`config.mk`:
```
export PLATFORM = sky130hd
export DESIGN_NAME = cpu_step_ctrl
export DESIGN_NICKNAME = d
export VERILOG_FILES = /design/src/rtl/cpu_ctrl_pkg.sv /design/src/rtl/cpu_step_ctrl_debounce.sv /design/src/rtl/cpu_step_ctrl.sv
export SDC_FILE = /design/constraint.sdc
export NUM_CORES = 1
export LEC_CHECK = 0
export ABC_AREA = 1
export BUFFER_PORTS_ARGS = -buffer_cell sky130_fd_sc_hd__buf_2
export CAP_MARGIN = 20
export CORE_ASPECT_RATIO = 0.75
export CORE_MARGIN = 1
export CORE_UTILIZATION = 45
export CTS_BUF_LIST = sky130_fd_sc_hd__clkbuf_8
export CTS_CLUSTER_SIZE = 28
export DETAILED_ROUTE_END_ITERATION = 8
export GPL_TIMING_DRIVEN = 0
export SLEW_MARGIN = 30
export SYNTH_ARGS = -nofsm -noshare
export SYNTH_HDL_FRONTEND = slang
export SYNTH_HIERARCHICAL = 1
export SYNTH_SLANG_ARGS = --single-unit
```
`constraint.sdc`:
```
create_clock -name clk -period 4 [get_ports clk]
set_input_delay 0.4 -clock clk [delete_from_list [all_inputs] [get_ports clk]]
set_output_delay 0.4 -clock clk [all_outputs]
set_load 0.02 [all_outputs]
```
`src/rtl/cpu_ctrl_pkg.sv`:
```
// Shared encodings and default parameters for the CPU run/step sequencer.
// State codes are visible to software through state_o, so they are fixed.
package cpu_ctrl_pkg;

    typedef enum logic [1:0] {
        ST_PAUSE = 2'd0,
        ST_RUN   = 2'd1,
        ST_STEP  = 2'd2,
        ST_HALT  = 2'd3
    } ctrl_state_t;

    localparam int PC_W_DEF       = 5;
    localparam int DIV_FAST_DEF   = 2**25;
    localparam int DIV_SLOW_DEF   = 2**27;
    localparam int DEB_CYCLES_DEF = 1_000_000;
    localparam int SYNC_STAGES    = 2;

    function automatic int max_int(input int a, input int b);
        return (a > b) ? a : b;
    endfunction

endpackage

```
`src/rtl/cpu_step_ctrl_debounce.sv`:
```
// Push-button conditioning: two-flop synchronizer, stability counter and
// a one-cycle pulse on each accepted rising edge of the debounced level.
module btn_debounce
    import cpu_ctrl_pkg::*;
#(
    parameter int DEB_CYCLES = DEB_CYCLES_DEF
) (
    input  logic clk,
    input  logic rstn,
    input  logic btn,
    output logic press
);

    localparam int CNT_W = $clog2(DEB_CYCLES + 1);

    logic [SYNC_STAGES-1:0] sync_reg;
    logic [CNT_W-1:0]       cnt_reg, cnt_next;
    logic                   deb_reg, deb_next;
    logic                   press_reg;
    logic                   synced;

    assign synced = sync_reg[SYNC_STAGES-1];

    // The counter only runs while the synced level disagrees with the
    // accepted level; any agreeing sample restarts the stability window.
    always_comb begin
        cnt_next = cnt_reg;
        deb_next = deb_reg;
        if (synced == deb_reg) begin
            cnt_next = '0;
        end else if (cnt_reg == CNT_W'(DEB_CYCLES - 1)) begin
            deb_next = synced;
            cnt_next = '0;
        end else begin
            cnt_next = cnt_reg + 1'b1;
        end
    end

    always_ff @(posedge clk or negedge rstn) begin
        if (!rstn) begin
            sync_reg  <= '0;
            cnt_reg   <= '0;
            deb_reg   <= 1'b0;
            press_reg <= 1'b0;
        end else begin
            sync_reg  <= {sync_reg[SYNC_STAGES-2:0], btn};
            cnt_reg   <= cnt_next;
            deb_reg   <= deb_next;
            press_reg <= deb_next & ~deb_reg;
        end
    end

    assign press = press_reg;

endmodule

```
`src/rtl/cpu_step_ctrl.sv`:
```
// Run/step/breakpoint sequencer producing the single-cycle CPU clock enable
// and a saturating retired-instruction count.
module cpu_step_ctrl
    import cpu_ctrl_pkg::*;
#(
    parameter int DIV_FAST   = DIV_FAST_DEF,
    parameter int DIV_SLOW   = DIV_SLOW_DEF,
    parameter int DEB_CYCLES = DEB_CYCLES_DEF,
    parameter int PC_W       = PC_W_DEF
) (
    input  logic            clk,
    input  logic            rstn,
    input  logic            run_sw,
    input  logic            slow_sw,
    input  logic            step_btn,
    input  logic            bp_en,
    input  logic [PC_W-1:0] bp_addr,
    input  logic [PC_W-1:0] pc,
    input  logic            halt_instr,
    output logic            cpu_ce,
    output logic [1:0]      state_o,
    output logic            halted,
    output logic [31:0]     retired
);

    localparam int DIV_W = $clog2(max_int(DIV_FAST, DIV_SLOW) + 1);

    ctrl_state_t      state_reg, state_next;
    logic [DIV_W-1:0] div_reg, div_next, target_m1;
    logic             skip_reg, skip_next;
    logic             ce_reg, ce_next;
    logic             halted_reg;
    logic [31:0]      retired_reg;
    logic             press, tick, bp_hit;

    btn_debounce #(
        .DEB_CYCLES(DEB_CYCLES)
    ) u_btn (
        .clk  (clk),
        .rstn (rstn),
        .btn  (step_btn),
        .press(press)
    );

    // Target follows slow_sw combinationally so a speed change takes effect
    // on the very next compare.
    assign target_m1 = slow_sw ? DIV_W'(DIV_SLOW - 1) : DIV_W'(DIV_FAST - 1);
    assign tick      = (div_reg >= target_m1);
    assign bp_hit    = bp_en && (pc == bp_addr) && !skip_reg;

    always_comb begin
        state_next = state_reg;
        div_next   = div_reg;
        skip_next  = skip_reg;
        ce_next    = 1'b0;
        case (state_reg)
            ST_PAUSE: begin
                if (run_sw) begin
                    state_next = ST_RUN;
                    div_next   = '0;
                    skip_next  = 1'b1;
                end else if (press) begin
                    state_next = halt_instr ? ST_HALT : ST_STEP;
                end
            end
            ST_STEP: state_next = ST_PAUSE;
            ST_RUN: begin
                if (!run_sw) begin
                    state_next = ST_PAUSE;
                    div_next   = '0;
                end else if (tick) begin
                    div_next = '0;
                    if (halt_instr) begin
                        state_next = ST_HALT;
                    end else if (bp_hit) begin
                        state_next = ST_PAUSE;
                    end else begin
                        ce_next   = 1'b1;
                        skip_next = 1'b0;
                    end
                end else begin
                    div_next = div_reg + 1'b1;
                end
            end
            ST_HALT: state_next = ST_HALT;
            default: state_next = ST_PAUSE;
        endcase
        if (state_next == ST_STEP) begin
            ce_next = 1'b1;
        end
    end

    always_ff @(posedge clk or negedge rstn) begin
        if (!rstn) begin
            state_reg   <= ST_PAUSE;
            div_reg     <= '0;
            skip_reg    <= 1'b0;
            ce_reg      <= 1'b0;
            halted_reg  <= 1'b0;
            retired_reg <= '0;
        end else begin
            state_reg  <= state_next;
            div_reg    <= div_next;
            skip_reg   <= skip_next;
            ce_reg     <= ce_next;
            halted_reg <= (state_next == ST_HALT);
            if (ce_next && (retired_reg != 32'hFFFF_FFFF)) begin
                retired_reg <= retired_reg + 32'd1;
            end
        end
    end

    assign cpu_ce  = ce_reg;
    assign state_o = state_reg;
    assign halted  = halted_reg;
    assign retired = retired_reg;

endmodule
```
Word level (Yosys, flattened, before mapping) --
Index checks and enable logic that the tools add are counted.
Storage, ports and cells: output and inout bits 36, register bits 89, bits of input ports 17, word-level logic and storage cells 67
Cells by class: add/subtract/negate cells 3, equal/unequal tests 14, magnitude comparators 1, muxes and demuxes 29, bitwise operators 2, reductions and logical operators 8
Operators by type and width (number):
- two-way mux 28 bit | 3
- case mux 28 bit (2 select lines) | 1
- two-way mux 20 bit | 2
- adder 32 x 1 -> 32 bit (second input constant) | 1
- != test 32 bit (second input constant) | 1
- adder 28 x 1 -> 28 bit (second input constant) | 1
- >= comparator 28 x 27 -> 1 bit | 1
- two-way mux 27 bit | 1
- adder 20 x 1 -> 20 bit (second input constant) | 1
- equality test 20 bit (second input constant) | 1
- two-way mux 1 bit | 14
- two-way mux 2 bit | 6
- != test 2 bit (second input constant) | 5
- equality test 2 bit (second input constant) | 4
- case mux 2 bit (4 select lines) | 1
- AND reduction 6 bit | 1
- equality test 5 bit | 1
- logical AND 1 bit | 3
- equality test 2 x 1 -> 1 bit (second input constant) | 1
- zero test 2 bit | 1
- case mux 1 bit (2 select lines) | 1
- AND reduction 2 bit | 1
- nonzero test 2 bit | 1
- AND 1 bit | 1
- other kinds (3) | 3

Depth between registers and ports, before layout --
word-level depth 11, gate-level depth with buffers 15, depth with buffers taken out 14

Modules after synthesis --
The synthesis kept the hierarchy.
By module, submodules not included:
- cpu_step_ctrl | sequential area each 1626.6 um2, cells an instance 582, times used 1, area each 4085.2 um2
- btn_debounce | sequential area each 600.6 um2, cells an instance 167, times used 1, area each 1395.1 um2

Worst setup path after synthesis --
OpenSTA, ideal clock, no wires.
path type input -> register, from input slow_sw, to register retired_reg[17], in the netlist retired[17], slack 2119 ps, path buffers 1, required time 3882 ps, setup time 118 ps, stages on the path 14, data arrival time 1763 ps, path through inv_1 > ha_1 > nand4_1 > nor2_1 > nand2_1 > nand2_1 > nand2_1 > nand2_1 > nand2_2 > o21ai_4 > nand2_2 > buf_2 > nand2_1 > nand2_1
Between the ends: word-level cells in the longest chain between the ends 8, elaborated cells on any way between the ends 11, classes of those cells 1 x order compare; 1 x eq/ne; 8 x mux; 1 x reduce/logical
Ends and longest elaborated chain:
- from (decl) | line cpu_step_ctrl.sv:14 | input logic slow_sw,
- two-way mux 27 bit * | line cpu_step_ctrl.sv:47 | assign target_m1 = slow_sw ? DIV_W'(DIV_SLOW - 1) : DIV_W'(DIV_FAST - 1);
- >= comparator 28 x 27 -> 1 bit * | line cpu_step_ctrl.sv:48 | assign tick = (div_reg >= target_m1);
- two-way mux 2 bit | line cpu_step_ctrl.sv:71 | end else if (tick) begin
- two-way mux 2 bit | line cpu_step_ctrl.sv:68 | if (!run_sw) begin
- case mux 2 bit (4 select lines) | line cpu_step_ctrl.sv:56 | case (state_reg)
- equality test 2 bit | line cpu_step_ctrl.sv:88 | if (state_next == ST_STEP) begin
- two-way mux 1 bit * | line cpu_step_ctrl.sv:88
- logical AND 1 bit * | line cpu_step_ctrl.sv:107 | if (ce_next && (retired_reg != 32'hFFFF_FFFF)) begin
- to (signal assigned) | line cpu_step_ctrl.sv:108 | retired_reg <= retired_reg + 32'd1;
- to (decl) | line cpu_step_ctrl.sv:33 | logic [31:0] retired_reg;
Mark *: on every way between the ends. The rest lies on a longest branch, timed or not. A chain may end at the register's enable or synchronous reset.

Worst setup path after layout --
from register retired_reg[8], in the netlist retired[8], to register retired_reg[18], in the netlist retired[18]
Between the ends: word-level cells in the longest chain between the ends 2, elaborated cells on any way between the ends 3, classes of those cells 1 x add/sub; 1 x eq/ne; 1 x reduce/logical
Ends and longest elaborated chain:
- branches (longest 2 deep; another with adder 32 x 1 -> 32 bit)
Parallel ways; which one is timed is not known.

==> metrics <==
Rel. slew slack=0.5342; antenna-violating nets left=0; Post-synth ARST share=1.000; Starting Density=0.4668; layout cells sized above 1=0.1429; Placed Cells=964; worst path required time=4.26 ns; Final Wtd Congestion=around 1.0; placed wire-length estimate=10570 um; vias in the first global route=4656; Layout Cell Area excl Fill=0.006178 mm2; maximum vdd drop=around 0.0002 V; Post-Syn Area=0.005480 mm2; largest net degree at the start of global routing=55; status=finished, final reports clean; max FFs per register=32; RSZ-0062 raised after global routing=no; GRT met1 Usage=0.3726; area of the multi-input gates=0.002875 mm2; internal power=0.001352 W; Reg clk slew, reported paths=roughly 0.10 ns; row count=34; Crit path arrival time=2.65 ns; clk_lat worst skew=0.37 ns; period utilization=0.5975; crit path max fanout=10; CTS Sinks=89; final slew viol count=0; # IOs=between 50 and 60; drt first-iter violations=around 290; syn avg cell area=between 7 and 8 um2; Port Buffers=between 50 and 60; Hold Vio Cnt, Final=0; # diodes=0; post-synth top area cell=dfrtp_1; share of the synthesized area in the top cell type=0.4064; Pre-antenna DRT Iters=5; CTS buffer count=9; r2r setup slk=1.61 ns; register area share after synthesis=0.4064; r2r worst-path depth=8; GRT Total Usage=0.2357; busiest grt layer=met1; Via density=5.067; Area Overhead vs Synth=12.74%; pre-CTS setup slack=about 1.6 ns; CP max stage delay=0.49 ns; synth cell count leaders=nand2_1, nor2_1, dfrtp_1; full die area=about 0.013 mm2; H-tree depth=3; CTS tree=done; Die X=129.4 um; crit path kind=flip-flop to flip-flop; clk buf depth=2; Most used DFF post-synth=dfrtp_1; crit-path leading delay family=simple AND/OR/NAND/NOR gates; Net Sw Power=0.0007638 W; Gate Count Post-Synth=~750; synthesis-stage register bit count=89; Worst-Margin Slew=0.6933 ns; worst hold path cell count=1; Period minus WS final=2.390 ns; power share of the clock group=0.282; Max Clock Skew=approximately 0.013 ns; wire length of the first global-routing pass=23280 um; antenna violations before repair=0; ranking of synthesized cells by area=dfrtp_1, nand2_1, nor2_1; FILL cells=roughly 1.2k; Peak Freq=0.4184 GHz; sequential share of power=0.475; clk root buf=clkbuf_8; WL final=approximately 14000 um; Die Y=about 98 um; number of synthesized flops with an enable pin=0; synth warn=6; fin cells=981; WHS Endpoint=u_btn/sync_reg[0]$_DFF_PN0_; CORE AREA=0.01174 mm2; Syn Nets=771; Bufs and invs on worst path=2; Critical-path top delay cell=nor3_1; crit start category=flip-flop; Setup Viol. Count Final=0; GR Util met3=0.05396; Post-DP Area=0.005977 mm2; post-CTS setup buffers=0; reg2reg end=retired[18]$_DFFE_PN0P_; worst min path class=input pin to flip-flop; launching point of the worst reg2reg path=retired[8]$_DFFE_PN0P_; fin nets=836; FF/Latch Area=about 0.0022 mm2; grt met2 use=0.3218; DRC=0; worst-path cell chain=inv_1 -> nor3_1 -> nand2_1 -> nor3_2 -> nand3_1 -> clkbuf_1 -> nand3_1 -> nand2_1; CP Capture Type=flip-flop; top-count cell post-synth=nand2_1; fin worst setup slack=1.610 ns; Distinct cells, synth=38; Comb pwr share=0.243; Power Density=around 340 mW/mm2; min-delay src=step_btn; GRT Residual Overflow=0; Switching Fraction=0.3609; Final TNS setup=0 ns; max cap viols=0; Routed wire per std cell=13.92 um; Leak=3.068 nW; vias post-DR=4971
[worst max path at each step]
stage,startpoint,endpoint,slack (ns),depth (start not counted)
finish,retired[8]$_DFFE_PN0P_,retired[18]$_DFFE_PN0P_,1.61,8
global route,retired[4]$_DFFE_PN0P_,retired[27]$_DFFE_PN0P_,1.37,10
CTS,div_reg[1]$_DFFE_PN0P_,retired[18]$_DFFE_PN0P_,1.63,15
detailed placement,div_reg[1]$_DFFE_PN0P_,retired[18]$_DFFE_PN0P_,1.64,15
global placement,rstn,retired[12]$_DFFE_PN0P_,1.66,1
floorplan,slow_sw,retired[17]$_DFFE_PN0P_,2.12,14
[layout make-up]
type | instances | share of cell area
clock buffer | 11 | 0.02450
multi-input combinational | 564 | 0.4654
inverter | 83 | 0.05043
tap | 162 | 0.03281
timing repair buffer | 54 | 0.04921
buffer | 13 | 0.01073
sequential | 89 | 0.3605
clock inverter | 5 | 0.006480
[logic make-up after synthesis]
logic type / count (synthesis) / synth area share
adders and majority gates: 5 / 0.01142
and+or+nand+nor: 474 / 0.3922
xor gates and xnor gates: 50 / 0.08128
DFF: 89 / 0.4064
AOI/OAI and AO/OA: 35 / 0.03973
buffers and inverters: 96 / 0.06895
[routing by layer]
metal  routed length, um  share of wire
met4                 104         0.0076
met1                7298           0.53
met2                5449           0.40
met5                   0              0
met3                 800          0.059
[power by group through the flow]
stage	registers [W]	logic, W	clock network, W
6_report	0.00100	0.000514	0.000598
5_1_grt	0.00101	0.000580	0.000659
4_1_cts	0.00100	0.000519	0.000627
3_5_place_dp	0.00102	0.000517	0
3_3_place_gp	0.00102	0.000501	0
2_1_floorplan	0.00105	0.000304	0
[layout by cell type (no fill, tap or decap), types with 6 or more instances in the layout]
cell type	instances
nor2_2	6
nor3_1	26
buf_2	56
nand2_1	210
a21oi_1	7
o21ai_0	13
nor4_1	11
inv_1	79
nor2_1	110
dfrtp_1	89
xor2_1	30
nand4_1	14
clkbuf_8	11
nand2_2	9
nand3_1	67
xnor2_1	19
[repair_timing]
item,4_1_cts,5_1_grt
hold endpoints to repair,35,0
resized for setup,0,0
endpoints found under the setup margin,0,0
hold buffers,1,0
[metrics by stage]
step | hold WS (ns) | utilization | power, W
after global placement | 0.3355 | 0.5062 | 0.001522
after detailed placement | 0.3271 | 0.5091 | 0.001539
after floorplan | 0.1044 | - | 0.001351
final | 0.1392 | 0.5262 | 0.002116
after CTS | 0.1113 | 0.5262 | 0.002150
after global routing | 0.1088 | 0.5262 | 0.002249
(Power assumes the default switching activity.)
